[src/rtl/tt_um_blink_breathe.sv]
// tt_um_blink_breathe: breathing-LED controller fed by a 16-bit upstream blink counter.
// A duty ramp (UP -> HOLD_HI -> DOWN -> HOLD_LO) advances once per change of the
// counter's high byte; a PWM comparator uses the low byte as its phase reference.
// A watchdog flags a stalled upstream counter.
//
// Optional feature macro: BREATHE_GAMMA_EN (defined: PWM uses (duty*duty)>>8).
//
// Ports:
//   clk      - clock, shared with the upstream counter tile
//   rst_n    - asynchronous active-low reset
//   ena      - freezes all state except the input capture flops when low
//   ui_in    - upstream count[15:8]
//   uio_in   - upstream count[7:0]
//   uo_out   - [0] pwm_a, [1] pwm_b, [3:2] state, [4] tick, [5] stall, [7:6] duty[7:6]
//   uio_out  - constant 0x00
//   uio_oe   - constant 0x00 (bidirectional pins are inputs)
module tt_um_blink_breathe #(
    parameter int unsigned STEP       = 4,
    parameter int unsigned HOLD_TICKS = 16
) (
    input  logic       clk,
    input  logic       rst_n,
    input  logic       ena,
    input  logic [7:0] ui_in,
    input  logic [7:0] uio_in,
    output logic [7:0] uo_out,
    output logic [7:0] uio_out,
    output logic [7:0] uio_oe
);

    localparam int unsigned DUTY_W = 8;
    localparam int unsigned HOLD_W = 8;
    localparam int unsigned WD_W   = 10;

    localparam logic [1:0] ST_UP      = 2'd0;
    localparam logic [1:0] ST_HOLD_HI = 2'd1;
    localparam logic [1:0] ST_DOWN    = 2'd2;
    localparam logic [1:0] ST_HOLD_LO = 2'd3;

    localparam logic [DUTY_W-1:0] STEP_B    = DUTY_W'(STEP);
    localparam logic [DUTY_W-1:0] UP_LIMIT  = DUTY_W'(255 - STEP);
    localparam logic [HOLD_W-1:0] HOLD_LAST = HOLD_W'(HOLD_TICKS - 1);
    localparam logic [WD_W-1:0]   WD_MAX    = {WD_W{1'b1}};

    logic [7:0]        hi_q;
    logic [7:0]        hi_d;
    logic [7:0]        lo_q;
    logic [1:0]        prime_q;
    logic              tick_q;
    logic [1:0]        state;
    logic [1:0]        state_nx;
    logic [DUTY_W-1:0] duty;
    logic [DUTY_W-1:0] duty_nx;
    logic [HOLD_W-1:0] hold;
    logic [HOLD_W-1:0] hold_nx;
    logic [WD_W-1:0]   wd;
    logic [WD_W-1:0]   wd_nx;
    logic              pwm_a_q;
    logic              pwm_b_q;
    logic              tick_c;
    logic [DUTY_W-1:0] eff_c;

    // First captured byte after reset compares against the reset value of hi_d;
    // the priming pipeline keeps that artefact from producing a tick.
    assign tick_c = prime_q[1] & (hi_q != hi_d) & ena;

`ifdef BREATHE_GAMMA_EN
    logic [2*DUTY_W-1:0] duty_sq_c;
    assign duty_sq_c = (2*DUTY_W)'(duty) * (2*DUTY_W)'(duty);
    assign eff_c     = duty_sq_c[2*DUTY_W-1:DUTY_W];
`else
    assign eff_c = duty;
`endif

    // Input capture and tick pulse: run every cycle regardless of ena.
    always_ff @(posedge clk or negedge rst_n) begin
        if (!rst_n) begin
            hi_q    <= '0;
            hi_d    <= '0;
            lo_q    <= '0;
            prime_q <= '0;
            tick_q  <= 1'b0;
        end else begin
            hi_q    <= ui_in;
            hi_d    <= hi_q;
            lo_q    <= uio_in;
            prime_q <= {prime_q[0], 1'b1};
            tick_q  <= tick_c;
        end
    end

    // Ramp FSM, watchdog and PWM registers; all frozen while ena is low.
    always_ff @(posedge clk or negedge rst_n) begin
        if (!rst_n) begin
            state   <= ST_UP;
            duty    <= '0;
            hold    <= '0;
            wd      <= '0;
            pwm_a_q <= 1'b0;
            pwm_b_q <= 1'b0;
        end else if (ena) begin
            state   <= state_nx;
            duty    <= duty_nx;
            hold    <= hold_nx;
            wd      <= wd_nx;
            pwm_a_q <= (lo_q < eff_c);
            pwm_b_q <= (lo_q < ~eff_c);
        end
    end

    // Next-state logic for the duty ramp; compares are arranged so no wrap occurs.
    always_comb begin
        state_nx = state;
        duty_nx  = duty;
        hold_nx  = hold;
        if (tick_c) begin
            case (state)
                ST_UP: begin
                    if (duty > UP_LIMIT) begin
                        duty_nx  = '1;
                        state_nx = ST_HOLD_HI;
                        hold_nx  = '0;
                    end else begin
                        duty_nx = duty + STEP_B;
                    end
                end
                ST_HOLD_HI: begin
                    if (hold == HOLD_LAST) begin
                        state_nx = ST_DOWN;
                        hold_nx  = '0;
                    end else begin
                        hold_nx = hold + HOLD_W'(1);
                    end
                end
                ST_DOWN: begin
                    if (duty < STEP_B) begin
                        duty_nx  = '0;
                        state_nx = ST_HOLD_LO;
                        hold_nx  = '0;
                    end else begin
                        duty_nx = duty - STEP_B;
                    end
                end
                default: begin
                    if (hold == HOLD_LAST) begin
                        state_nx = ST_UP;
                        hold_nx  = '0;
                    end else begin
                        hold_nx = hold + HOLD_W'(1);
                    end
                end
            endcase
        end
    end

    // Watchdog: a tick always wins over saturation.
    always_comb begin
        wd_nx = wd;
        if (tick_c) begin
            wd_nx = '0;
        end else if (wd != WD_MAX) begin
            wd_nx = wd + WD_W'(1);
        end
    end

    assign uo_out  = {duty[7:6], wd[WD_W-1], tick_q, state, pwm_b_q, pwm_a_q};
    assign uio_out = 8'h00;
    assign uio_oe  = 8'h00;

endmodule

[config.mk]
export PLATFORM = sky130hd
export DESIGN_NAME = tt_um_blink_breathe
export DESIGN_NICKNAME = d
export VERILOG_FILES = /design/src/rtl/tt_um_blink_breathe.sv
export SDC_FILE = /design/constraint.sdc
export NUM_CORES = 1
export LEC_CHECK = 0
export BUFFER_PORTS_ARGS = -buffer_cell sky130_fd_sc_hd__buf_2
export CAP_MARGIN = 20
export CORE_ASPECT_RATIO = 0.7
export CORE_UTILIZATION = 60
export CTS_CLUSTER_SIZE = 25
export DETAILED_ROUTE_END_ITERATION = 12
export PLACE_DENSITY = 0.83
export SYNTH_ARGS = -nofsm -noshare
export SYNTH_HDL_FRONTEND = slang
export SYNTH_SLANG_ARGS = --single-unit
[constraint.sdc]
create_clock -name clk -period 4.55 [get_ports clk]
set_input_delay 0.2275 -clock clk [delete_from_list [all_inputs] [get_ports clk]]
set_output_delay 0.2275 -clock clk [all_outputs]
set_load 0.02 [all_outputs]
### Word level (Yosys, flattened, before mapping)

Cells that the tools add are included.

* bits in registers: 57
* bits in latches: 0
* memory bits (writable): 0
* bits in read-only memories: 0
* input bits: 19
* word-level logic and storage cells: 52
* memories: 0

* $add $sub $neg: 4
* multiply operators: 0
* divide/modulo/power cells: 0
* $lt $le $gt $ge: 4
* equality and inequality tests: 8
* shifts and indexed selects: 0
* multiplexer cells: 14
* bitwise gates (word level): 3
* reduce and logical (&&, ||, !) cells: 8

Operator list (number)
* 8-bit 2-to-1 mux: 5
* 8-bit case mux with 2 select lines: 2
* 10-bit 2-to-1 mux: 2
* 8-bit < comparator: 2
* 10-bit by 1-bit adder with 10-bit output (second input constant): 1
* 10-bit != test (second input constant): 1
* 8-bit by 1-bit adder with 8-bit output (second input constant): 1
* 8-bit by 3-bit adder with 8-bit output (second input constant): 1
* 8-bit by 4-bit == test with 1-bit output (second input constant): 1
* 8-bit greater-than comparator (second input constant): 1
* 8-bit by 3-bit < comparator with 1-bit output (second input constant): 1
* 2-bit 2-to-1 mux: 4
* 8-bit != test: 1
* 8-bit NOT: 1
* 8-bit by 3-bit subtractor with 8-bit output (second input constant): 1
* 2-bit != test (second input constant): 3
* 2-bit case mux with 3 select lines: 1
* 6-bit AND reduction: 1
* 4-bit AND reduction: 1
* 2-bit nonzero test: 2
* 3-bit AND reduction: 1
* 3-bit nonzero test: 1
* 1-bit bitwise AND: 2
* 2-bit by 1-bit == test with 1-bit output (second input constant): 1
* 3 further kinds: 3

### Longest topological paths before layout

* word-level depth: 5
* depth in mapped cells: 8

### Worst setup path after synthesis

No wires, ideal clock.

* path kind: register -> register
* start: register duty[2]
* end: register state[1]
* library setup time: 0.125 ns
* arrival time: 1.983 ns
* data required time: 4.425 ns
* setup slack: 2.442 ns
* stages on the path, launching flop included: 8
* buffers on the path: 0
* clock period less this slack: 2.108 ns
* path through: dfrtp_1 > inv_1 > ha_1 > or3b_4 > o31ai_4 > o2111ai_2 > nand2b_4 > mux2_4

* word-level cells in the longest chain between the ends: 3
* elaborated cells on any way between the ends: 5

RTL lines
* start, declared: RTL line 52 `logic [DUTY_W-1:0] duty;`
* start signal, assigned: RTL line 103 `duty <= duty_nx;`
* 8-bit by 3-bit < comparator with 1-bit output or 8-bit greater-than comparator (tied branches): RTL line 136, 119
* 2-bit != test (no line)
* 6-bit AND reduction (no line) *
* end signal, assigned: RTL line 102 `state <= state_nx;`
* end, declared: RTL line 50 `logic [1:0] state;`

Mark *: on every way between the ends. The rest lies on a longest branch, timed or not.
A chain may end at the register's enable or synchronous reset.

### Final worst setup path

* start: register state[0]
* end: register hold[6]

* word-level cells in the longest chain between the ends: 3
* elaborated cells on any way between the ends: 6

RTL lines
* 2-bit == test or 2-bit logical NOT (tied branches): RTL line 117 `case (state)`
* 2-bit != test (no line)
* 4-bit AND reduction (no line)
* end signal, assigned: RTL line 104 `hold <= hold_nx;`
* end, declared: RTL line 54 `logic [HOLD_W-1:0] hold;`

Parallel ways exist; a longest one is shown, timed or not.

==> results.md <==
- Multiplexer area fraction after synthesis: approximately 1.5%
- Number of DRC markers in iteration 0: 130
- Comb power frac: between 20% and 30%
- Psw: approximately 0.43 mW
- CTS H-tree lvls: 2
- Synthesized instance count: ~300
- Sequential power share: just under 50%
- Post-Synth Simple-Gate Area: roughly 14%
- Die Footprint: about 5400 µm²
- HP Class: input port to async pin
- CP arrival: between 2 and 3 ns
- Clock sinks: 56
- Worst IR drop on VDD: 0.000216 V
- Crit-path max cell delay: 0.73 ns
- Period utilization: ~60%
- Slew @ Worst Pin: 0.800 ns
- Pwr Total: between 1 and 1.5 mW
- Max_cap viols: 0
- Die span in y: between 60 and 70 µm
- Fin. Hold Viols: 0
- Post-synth cell types: 56
- Status: complete, no violations
- Critical-path maximum fanout: 20
- CP Capture Type: flop
- Final setup violation count: 0
- Layout cells sized above 1: 13.8%
- WL final: about 5.3 mm
- CP Cell Sequence: inv_1, ha_1, nor2_1, o31ai_1, or4_1, nand3_1
- Top Ports: 43
- Pre-CTS worst setup slack: between 1.5 and 2 ns
- Ys flop type: dfrtp_1
- Post-synthesis sequential element count: 56
- Sw Ratio: between 30 and 40%
- Clock share of power: between 20% and 30%
- Final Skew: between 0.01 and 0.015 ns
- CTS tree: built
- Post-synth EDFFs: 0
- Ys async rst share: 100%
- Final Max Slew Viols: 0
- Global route overflow: 0
- Max Freq: between 300 and 400 MHz
- Routed Antenna Nets: 0
- Pint: 0.851 mW
- Die W: ~87 µm
- GRT Total Usage: 21.9%
- CTS Buf Count: 5
- Area grow syn2layout: 7.36%
- Syn. warnings: 0
- Main combinational cell family by area after synthesis: compound AO/OA/AOI/OAI gates
- Largest net degree at the start of global routing: 57
- Routability Congestion: between 0.8 and 0.9
- First-pass GRT wire length: approximately 8.9 mm
- Final WS setup: 1.87 ns
- Input/output buffers: 26
- Slowest library cell on the worst path: nor2_1
- CTS max path bufs: 2
- Antenna cells: 0
- Post-cts sizing count: 0
- Vias: approximately 2200
- Vias/cell: roughly 5.6
- Crit Path Class: flop to flop
- Clk Latency, worst-skew pair: 0.31 ns
- Fillers: 400
- RSZ-0062 raised after global routing: no
- Core area: 4830 µm²
- Setup crit start kind: flop
- Post-synthesis area per instance: slightly above 10 µm²
- Post-synthesis sequential area ratio: between 40% and 50%
- Req. time, crit path: ~4.8 ns
- Area share of fa/ha/maj cells after synthesis: under 10%
- Rel. slew slack: a little under half
- Synthesized cell area: 3040 µm²
- Clock transition at the registers of the reported paths: 0.11 ns
- Clock Tree Root: clkbuf_8
- Initial antenna violation count: 0
- Pwr dens: roughly 400 nW/µm²
- Min cycle time layout: 2.68 ns
- DR pass1 iterations: 4
- Post-Synth XOR/XNOR Area: under 10%
- Compound-Gate Fraction of Synth Area: between 10% and 20%
- Std-Cell Rows: 21
- Initial core utilization: between 60% and 70%
- Post-DP HPWL: 3.86 mm
- Core Util, Final: 67.6%
- Residual DRC count: 0
- Leakage: approximately 1.5 nW
- Vias in the first global route: between 1500 and 2000
- Final #Nets: between 300 and 400
- Fin Setup TNS: 0 ns
- Drt wl/cell: between 10 and 15 µm
[critical path: cells and delay by family (launching register included)]
kind	cells	cell delay, ns
and+or+nand+nor	3	1.36
adders and majority gates	1	0.44
DFF	1	0.43
AOI/OAI and AO/OA	1	0.30
buffers and inverters	1	0.08
[layer usage]
metal	global-route usage, %	up-vias	share of wire (%)
met5	0	-	0
met4	5.62	0	0.91
met3	4.83	7	5.9
met2	34.1	63	43
met1	31.7	1035	50
li1	-	1056	-
[power groups by stage]
stage | logic (mW) | registers [mW] | clock network [mW]
2_1_floorplan | 0.291 | 0.603 | 0
3_3_place_gp | 0.308 | 0.634 | 0
3_5_place_dp | 0.320 | 0.637 | 0
4_1_cts | 0.321 | 0.627 | 0.336
5_1_grt | 0.368 | 0.640 | 0.356
6_report | 0.325 | 0.628 | 0.329
[logic make-up after synthesis]
family / after synthesis
other: 2
buffers and inverters: 52
adders and majority gates: 23
DFF: 56
and+or+nand+nor: 81
AOI/OAI and AO/OA: 65
muxes: 4
xor gates and xnor gates: 14
[worst paths after layout]
kind / cells past startpoint / to / slack, ns / start
setup reg to reg: 6 / hold[6]$_DFFE_PN0P_ / 1.87 / state[0]$_DFFE_PN0P_
min in group clk: 1 / lo_q[4]$_DFF_PN0_ / 0.01 / uio_in[4]
hold reg to reg: 0 / prime_q[1]$_DFF_PN0_ / 0.36 / prime_q[0]$_DFF_PN0_
max in group asynchronous: 2 / lo_q[7]$_DFF_PN0_ / 4.06 / rst_n
hold / removal: 2 / duty[4]$_DFFE_PN0P_ / 0.01 / rst_n
setup / recovery: 6 / hold[6]$_DFFE_PN0P_ / 1.87 / state[0]$_DFFE_PN0P_
[state kept, by name, summed over array words and instances, names as in the netlist]
signal	count
duty	7
pwm_b_q	1
hi_d	8
pwm_a_q	1
hold	8
prime_q	2
state	2
tick_q	1
wd	10
lo_q	8
hi_q	8
[area by class of cell]
cell class / instances / area [µm²] / share of cell area (%)
multi-input combinational: 204 / 1410 / 43.2
sequential: 56 / 1400 / 42.9
timing repair buffer: 31 / 178 / 5.44
tap: 69 / 86.3 / 2.64
inverter: 21 / 78.8 / 2.41
clock buffer: 6 / 72.6 / 2.22
clock inverter: 2 / 38.8 / 1.19
[cells in the mapped netlist, types with 4 or more instances]
cell type  number  area, µm²
dfrtp_1        56       1400
ha_1           23        288
buf_4          22        165
inv_1          21       78.8
nor2_1         20       75.1
o21ai_0        17       85.1
nand3_1        14       70.1
xnor2_1        12        105
nand2_1        11       41.3
a21oi_1         9       45.0
nand4_1         7       43.8
nor3_1          7       35.0
clkbuf_1        6       22.5
or3_1           5       31.3
and3_1          4       25.0
nor4_1          4       25.0
o31ai_1         4       30.0
[placed cells by master, fill, tap and decap left out, types with 7 or more instances in the layout]
master,count
inv_1,21
nor2_1,20
buf_2,26
nand3_1,14
nand2_1,11
dfrtp_1,56
ha_1,23
conb_1,17
nor3_1,7
xnor2_1,12
a21oi_1,9
nand4_1,7
o21ai_0,17
[stage by stage]
| stage | hold slack (ns) | std cells | instance area (µm²) |
|---|---|---|---|
| 2_1_floorplan | -0.0681 | 312 | 3100 |
| 3_3_place_gp | 0.333 | 377 | 3120 |
| 3_5_place_dp | 0.337 | 377 | 3120 |
| 4_1_cts | 0.00527 | 385 | 3230 |
| 5_1_grt | 0.00562 | 389 | 3270 |
| 6_report | 0.0105 | 389 | 3270 |
[what timing repair did]
action / CTS / global route
endpoints found under the hold margin: 0 / 4
buffers inserted: 0 / 0
hold buffers: 0 / 4
No activity file was read; power rests on OpenSTA's default activity.
